[src/rtl/truth_table_sweeper_pkg.sv]
// Shared types and helpers for the truth-table sweeper: FSM state encoding,
// bus widths and the reference truth table of the two-input gate generator.
package tts_pkg;

    typedef enum logic [2:0] {
        IDLE,
        DRIVE,
        SETTLE,
        SAMPLE,
        DONE
    } state_t;

    localparam int ROW_W = 2;
    localparam int OUT_W = 3;

    // Generator reference: [2]=xnor(a,b), [1]=nand(a,b), [0]=buf(a)
    function automatic logic [OUT_W-1:0] expected_out(input logic a, input logic b);
        return {~(a ^ b), ~(a & b), a};
    endfunction

endpackage

[src/rtl/truth_table_sweeper_if.sv]
// Bus between the sweeper and its environment: sweep request/status, the
// stimulus/response pair towards the gate generator and the sample stream.
interface truth_table_sweeper_if;
    import tts_pkg::*;

    logic             start;
    logic [OUT_W-1:0] gen_out;
    logic             a_o;
    logic             b_o;
    logic             busy;
    logic             sample_valid;
    logic [ROW_W-1:0] sample_row;
    logic [OUT_W-1:0] sample_data;
    logic             sample_err;
    logic [2:0]       err_count;
    logic             done;
    logic             pass;

    // Sweeper side
    modport master (
        input  start, gen_out,
        output a_o, b_o, busy, sample_valid, sample_row, sample_data,
               sample_err, err_count, done, pass
    );

    // Environment side (requester + generator)
    modport slave (
        output start, gen_out,
        input  a_o, b_o, busy, sample_valid, sample_row, sample_data,
               sample_err, err_count, done, pass
    );

endinterface

[src/rtl/truth_table_sweeper.sv]
// Truth-table sweeper: steps a/b through rows 0..3, waits SETTLE_CYCLES for
// the generator to settle, samples gen_out and compares it to the expected
// truth table. Reports a per-row sample stream, mismatch count and pass/done.
//
// state  | meaning
// -------+---------------------------------------------------------------
// IDLE   | waiting for start
// DRIVE  | register a_o/b_o from the row index, load the settle counter
// SETTLE | hold a_o/b_o for SETTLE_CYCLES cycles
// SAMPLE | capture gen_out, compare, emit sample strobe, advance row
// DONE   | sweep finished: done pulse visible, pass valid; back to IDLE
module truth_table_sweeper
    import tts_pkg::*;
#(
    parameter int SETTLE_CYCLES = 2
) (
    input  logic                   clk,
    input  logic                   rst,
    truth_table_sweeper_if.master  bus
);

    localparam int CW = $clog2(SETTLE_CYCLES + 1);

    state_t           state;
    state_t           next_state;
    logic [ROW_W-1:0] row;
    logic [CW-1:0]    settle_cnt;
    logic             mismatch;
    logic             last_row;
    logic             settle_last;

    logic             a_q;
    logic             b_q;
    logic             busy_q;
    logic             valid_q;
    logic [ROW_W-1:0] row_q;
    logic [OUT_W-1:0] data_q;
    logic             err_q;
    logic [2:0]       err_cnt_q;
    logic             done_q;
    logic             pass_q;

    // State register
    always_ff @(posedge clk) begin
        if (rst) state <= IDLE;
        else     state <= next_state;
    end

    // Next-state logic and row comparison; x/z on gen_out counts as a mismatch
    always_comb begin
        next_state  = state;
        mismatch    = (bus.gen_out !== expected_out(a_q, b_q));
        last_row    = (row == ROW_W'(3));
        settle_last = (settle_cnt == CW'(1));
        case (state)
            IDLE:    if (bus.start) next_state = DRIVE;
            DRIVE:   next_state = SETTLE;
            SETTLE:  if (settle_last) next_state = SAMPLE;
            SAMPLE:  next_state = last_row ? DONE : DRIVE;
            DONE:    next_state = IDLE;
            default: next_state = IDLE;
        endcase
    end

    // Datapath: stimulus, settle timer, sample stream and sweep result
    always_ff @(posedge clk) begin
        if (rst) begin
            row        <= '0;
            settle_cnt <= '0;
            a_q        <= 1'b0;
            b_q        <= 1'b0;
            busy_q     <= 1'b0;
            valid_q    <= 1'b0;
            row_q      <= '0;
            data_q     <= '0;
            err_q      <= 1'b0;
            err_cnt_q  <= '0;
            done_q     <= 1'b0;
            pass_q     <= 1'b0;
        end else begin
            valid_q <= 1'b0;
            done_q  <= 1'b0;
            case (state)
                IDLE: begin
                    if (bus.start) begin
                        row       <= '0;
                        err_cnt_q <= '0;
                        pass_q    <= 1'b0;
                        busy_q    <= 1'b1;
                    end
                end
                DRIVE: begin
                    a_q        <= row[1];
                    b_q        <= row[0];
                    settle_cnt <= CW'(SETTLE_CYCLES);
                end
                SETTLE: begin
                    settle_cnt <= settle_cnt - CW'(1);
                end
                SAMPLE: begin
                    valid_q <= 1'b1;
                    row_q   <= row;
                    data_q  <= bus.gen_out;
                    err_q   <= mismatch;
                    if (mismatch) err_cnt_q <= err_cnt_q + 3'd1;
                    if (last_row) begin
                        done_q <= 1'b1;
                        pass_q <= (err_cnt_q == 3'd0) && !mismatch;
                    end else begin
                        row <= row + ROW_W'(1);
                    end
                end
                DONE: begin
                    busy_q <= 1'b0;
                end
                default: ;
            endcase
        end
    end

    assign bus.a_o          = a_q;
    assign bus.b_o          = b_q;
    assign bus.busy         = busy_q;
    assign bus.sample_valid = valid_q;
    assign bus.sample_row   = row_q;
    assign bus.sample_data  = data_q;
    assign bus.sample_err   = err_q;
    assign bus.err_count    = err_cnt_q;
    assign bus.done         = done_q;
    assign bus.pass         = pass_q;

endmodule
[src/flat_wrapper.sv]
// flat-port wrapper written by rule: the top's interface ports become plain ports
module truth_table_sweeper_flat import tts_pkg::*;
#(
    parameter int SETTLE_CYCLES = 2
)
  (clk, rst, bus_start, bus_gen_out, bus_a_o, bus_b_o, bus_busy, bus_sample_valid, bus_sample_row, bus_sample_data, bus_sample_err, bus_err_count, bus_done, bus_pass);
  truth_table_sweeper_if bus_i ();
  input  logic clk;
  input  logic rst;
  input wire logic [$bits(bus_i.start)-1:0] bus_start;
  input wire logic [$bits(bus_i.gen_out)-1:0] bus_gen_out;
  output wire logic [$bits(bus_i.a_o)-1:0] bus_a_o;
  output wire logic [$bits(bus_i.b_o)-1:0] bus_b_o;
  output wire logic [$bits(bus_i.busy)-1:0] bus_busy;
  output wire logic [$bits(bus_i.sample_valid)-1:0] bus_sample_valid;
  output wire logic [$bits(bus_i.sample_row)-1:0] bus_sample_row;
  output wire logic [$bits(bus_i.sample_data)-1:0] bus_sample_data;
  output wire logic [$bits(bus_i.sample_err)-1:0] bus_sample_err;
  output wire logic [$bits(bus_i.err_count)-1:0] bus_err_count;
  output wire logic [$bits(bus_i.done)-1:0] bus_done;
  output wire logic [$bits(bus_i.pass)-1:0] bus_pass;
  assign bus_i.start = bus_start;
  assign bus_i.gen_out = bus_gen_out;
  assign bus_a_o = bus_i.a_o;
  assign bus_b_o = bus_i.b_o;
  assign bus_busy = bus_i.busy;
  assign bus_sample_valid = bus_i.sample_valid;
  assign bus_sample_row = bus_i.sample_row;
  assign bus_sample_data = bus_i.sample_data;
  assign bus_sample_err = bus_i.sample_err;
  assign bus_err_count = bus_i.err_count;
  assign bus_done = bus_i.done;
  assign bus_pass = bus_i.pass;
  truth_table_sweeper #(.SETTLE_CYCLES(SETTLE_CYCLES)) u_core (.clk(clk), .rst(rst), .bus(bus_i));
endmodule
[config.mk]
export PLATFORM = sky130hd
export DESIGN_NAME = truth_table_sweeper_flat
export DESIGN_NICKNAME = d
export VERILOG_FILES = /design/src/rtl/truth_table_sweeper_pkg.sv /design/src/rtl/truth_table_sweeper_if.sv /design/src/rtl/truth_table_sweeper.sv /design/src/flat_wrapper.sv
export SDC_FILE = /design/constraint.sdc
export NUM_CORES = 1
export LEC_CHECK = 0
export ABC_AREA = 1
export CAP_MARGIN = 20
export CORE_MARGIN = 2
export CORE_UTILIZATION = 50
export CTS_BUF_LIST = sky130_fd_sc_hd__clkbuf_8 sky130_fd_sc_hd__clkbuf_16
export CTS_CLUSTER_DIAMETER = 150
export DETAILED_ROUTE_END_ITERATION = 10
export PLACE_DENSITY = 0.75
export SYNTH_ARGS = -nofsm -noshare
export SYNTH_HDL_FRONTEND = slang
export SYNTH_SLANG_ARGS = --single-unit
[constraint.sdc]
create_clock -name clk -period 3.37 [get_ports clk]
set_clock_uncertainty 0.2 [all_clocks]
set_input_delay 0.5055 -clock clk [delete_from_list [all_inputs] [get_ports clk]]
set_output_delay 0.5055 -clock clk [all_outputs]
set_load 0.03 [all_outputs]
After elaboration in Yosys (flattened, before gate mapping) --
Index checks and enable logic that the tools add are counted.
Storage, ports and cells: output and inout bits 15, bits of input ports 6, register bits 22
Operators by class: muxes and demuxes 18, equality and inequality tests 12, $add $sub $neg 3, reductions and logical operators 13, bitwise logic cells 5
Operator list (number):
- $mux W3 | 5
- $pmux W3 S4 | 1
- $reduce_and A3 Y1 | 3
- $pmux W2 S2 | 2
- $eq A3 B2 Y1 const B | 2
- $logic_not A3 Y1 | 2
- $ne A2 B1 Y1 const B | 3
- $pmux W3 S2 | 1
- $reduce_bool A2 Y1 | 3
- $mux W1 | 5
- $mux W2 | 2
- $ne A2 B2 Y1 const B | 2
- $pmux W1 S2 | 2
- $reduce_and A2 Y1 | 2
- $add A3 B1 Y3 const B | 1
- $eq A3 B1 Y1 const B | 1
- $eq A3 B3 Y1 const B | 1
- $nex A3 B3 Y1 | 1
- $not A1 Y1 | 3
- $add A2 B1 Y2 const B | 1
- $eq A2 B1 Y1 const B | 1
- $eq A2 B2 Y1 const B | 1
- $reduce_or A2 Y1 | 1
- $sub A2 B1 Y2 const B | 1
- 4 further kinds | 4

Logic depth before layout (Yosys ltp) --
word-level depth 7, mapped depth 10

Worst setup path after synthesis --
No wires, ideal clock.
path type register -> register, from register u_core.a_q, in the netlist u_core.bus.a_o, to register u_core.err_cnt_q[0], in the netlist u_core.bus.err_count[0], stages on the path, launching flop included 10, data arrival time 1402 ps, buffers on the path 0, required time 3054 ps, period minus slack after synthesis 1717 ps, setup time 116 ps, slack 1653 ps, cell sequence dfxtp_1 > ha_1 > inv_1 > nand2_1 > nand2_1 > nand3_1 > nand2_1 > nand2_1 > a21oi_1 > nor2_1
Between the ends: word-level cells in the longest chain between the ends 5
Ends and longest elaborated chain:
- start, declared | line truth_table_sweeper.sv:32 | logic a_q;
- start signal, assigned | line truth_table_sweeper.sv:93 | a_q <= row[1];
- $and A1 B1 Y1 or $xor A1 B1 Y1 (tied branches) | line truth_table_sweeper_pkg.sv:18 | return {~(a ^ b), ~(a & b), a};
- $not A1 Y1 | line truth_table_sweeper_pkg.sv:18
- $nex A3 B3 Y1 * | line truth_table_sweeper.sv:52 | mismatch = (bus.gen_out !== expected_out(a_q, b_q));
- $ne A2 B1 Y1 (no line) *
- $reduce_and A3 Y1 (no line) *
- end signal, assigned | line truth_table_sweeper.sv:105 | if (mismatch) err_cnt_q <= err_cnt_q + 3'd1;
- end, declared | line truth_table_sweeper.sv:39 | logic [2:0] err_cnt_q;
Every way passes the cells marked *; elsewhere a longest branch is shown, timed or not. A chain may end at the register's enable or synchronous reset.

Final worst setup path --
from register u_core.err_cnt_q[2], in the netlist u_core.bus.err_count[2], to output bus_err_count[2]
RTL lines:
- end, declared | line flat_wrapper.sv:19 | output wire logic [$bits(bus_i.err_count)-1:0] bus_err_count;
No word-level cell between the ends.

==> out/summary.txt <==
status - finished clean
antenna violations before repair - 0
Post-route DRC - 0
Buffers on Ports - 20
DR iter-0 viols - 6
fin. max-slew vios - 0
WL final - 2.02 mm
Mapped Cells - 133
syn avg cell area - 7.59 um^2
Clk pwr share - 19.4%
CTS Buf Count - 3
VDD IR max - 0.000421 V
DRT Pass-1 Iters - 4
Die ar. - 2400 um^2
share of power burned in registers - 37.9%
CTS Sinks - 22
ordered cell list for the critical path - clkdlybuf4s50_1
Setup Buffers After CTS - 0
core area - 1940 um^2
Seq/Total Area, Yosys - 43.6%
critical path endpoint category - primary output
vias in the first global route - 826
Clock Tree Buf Depth - 2
Synth cell types - 23
synthesized net count - 144
Final Cycle Share - 61.0%
Worst Reg-to-Reg Cells - 8
cell internal pwr - 577 uW
DRT antenna net count - 0
sw power - 385 uW
row cnt - 16
via count - 883
nets - 165
leakage power total - 0.000544 uW
slowest stage delay, CP - 0.69 ns
Hold Path Stages - 2
RSZ-0062 raised after global routing - no
Vias/cell - 4.91
CP required - 2.66 ns
R2R Setup Slk - 1.53 ns
pin count of the biggest net entering global routing - 14
Worst-path clk slew - 0.08 ns
Initial Util - 52.0%
Hold Path Origin - u_core.bus.sample_err
HP Class - reg2reg
minimum clock period - 2.05 ns
WHS Endpoint - u_core.bus.sample_err
final setup vio count - 0
hold buffer count at CTS - 0
CP max-delay cell - clkdlybuf4s50_1
# diodes - 0
Fin Setup TNS - 0 ns
Die X - 48.9 um
Chip Height - 48.9 um
final hold vios - 0
Ys Warns - 0
share of cells above drive strength 1 - 7.19%
switching share of power - 40.0%
Critical Path AT - 1.35 ns
I/O pins - 21
RePlAce Congestion - 0.770
routed len/inst - 11.2 um
first-pass GRT wire length - 3.50 mm
Area Growth Syn to Fin - 25.9%
GRT Total Usage - 18.6%
CTS Root Cell - clkbuf_8
CTS tree - yes
pre-CTS setup slack - 1.27 ns
final instance area - 1270 um^2
combinational share of power - 42.8%
Slew HR - 74.2%
post-CTS sizing - 0
Worst Max-Slew Pin Slew - 0.385 ns
Placed Area - 1220 um^2
reg2reg start - u_core.state[2]
Yosys reg bits - 22
HPWL after DPL - 1.49 mm
P per Cell Area - 757 nW/um^2
Fmax - 487 MHz
Worst Path Max Fanout - 4
insertion delay to the later sink of the worst-skew pair - 0.26 ns
startpoint types - register
mapped cell area - 1010 um^2
grt ovf - 0
Crit Path Category - reg2out
H-tree depth - 1
WP buf/inv - 1
total of max-cap violations - 0
fillers - 192
commonest non-fill, non-tap cells in the layout - 22 x nand2_1, 22 x dfxtp_1, 20 x inv_1, 20 x clkdlybuf4s50_1, 17 x nor2_1
cell family with most CP delay - buffers and inverters
reg2reg end - u_core.bus.err_count[2]
setup ws final - 1.32 ns
==> tightest hold or removal path, stage by stage, from the launching register on <==
cell and delay [ns]:
dfxtp_1 0.31, nand2_1 0.06, a21oi_1 0.06
==> metrics by stage <==
stage / hold slack, ns / utilization, % / total power [uW] / instances
6_report: 0.272 / 65.5 / 962 / 180
3_5_place_dp: 0.262 / 62.6 / 777 / 176
5_1_grt: 0.301 / 65.5 / 1040 / 180
3_3_place_gp: 0.246 / 62.6 / 761 / 176
2_1_floorplan: 0.228 / - / 660 / 133
4_1_cts: 0.275 / 65.5 / 967 / 180
==> kinds of logic after synthesis <==
logic type | share of synthesized area (%)
adders and majority gates | 6.20
xor gates and xnor gates | 0.868
DFF | 43.6
buffers and inverters | 10.2
AOI/OAI and AO/OA | 16.1
and+or+nand+nor | 23.0
==> synth_stat cells (all sizes together) <==
master / instances / share of area, %
clkbuf: 1 / 0.37
nand3: 7 / 5.2
nand2: 23 / 8.8
nor3: 2 / 1.5
dfxtp: 22 / 44
xnor2: 1 / 0.87
o21ai: 12 / 5.9
or2: 1 / 0.62
buf: 3 / 2.4
inv: 20 / 7.4
a211oi: 2 / 1.5
a21oi: 16 / 8.7
nor2: 18 / 6.9
ha: 5 / 6.2
==> power groups by stage <==
stage	Combinational [uW]	Clock, uW	Sequential (uW)
after global placement	394	0	367
after detailed placement	407	0	371
final	411	186	364
after global routing	461	203	373
after CTS	413	188	365
after floorplan	233	0	427
==> cell type report <==
class,count,area (um^2),area share (%)
Multi-Input combinational cell,87,467,36.7
Sequential cell,22,440,34.6
Timing Repair Buffer,20,200,15.7
Inverter,20,75.1,5.91
Clock buffer,4,55.1,4.33
Tap cell,27,33.8,2.66
==> worst max path at each step <==
stage	depth (start not counted)	startpoint	slack (ns)	end
final	1	u_core.bus.err_count[2]	1.32	bus_err_count[2]
after global routing	1	u_core.bus.err_count[2]	1.27	bus_err_count[2]
after CTS	1	u_core.bus.err_count[2]	1.30	bus_err_count[2]
after detailed placement	9	bus_gen_out[1]	1.27	u_core.bus.err_count[2]
after global placement	9	bus_gen_out[2]	1.32	u_core.bus.err_count[2]
after floorplan	9	u_core.bus.a_o	1.65	u_core.bus.err_count[0]
==> layer usage <==
metal / part of all wire (%) / global-route usage [%]
met2: 50 / 32.9
met4: 1.1 / 5.71
met1: 47 / 23.5
met5: 0 / 0
met3: 2.5 / 2.76
==> flip-flops by register name (all words and copies together) (netlist names) <==
register,cells
u_core.bus.sample_err,1
u_core.settle_cnt,2
u_core.bus.a_o,1
u_core.bus.err_count,3
u_core.bus.b_o,1
u_core.bus.pass,1
u_core.row,2
u_core.state,3
u_core.bus.sample_data,3
u_core.bus.sample_valid,1
u_core.bus.done,1
u_core.bus.busy,1
u_core.bus.sample_row,2
Note: power is estimated with default switching activity, not from simulation.
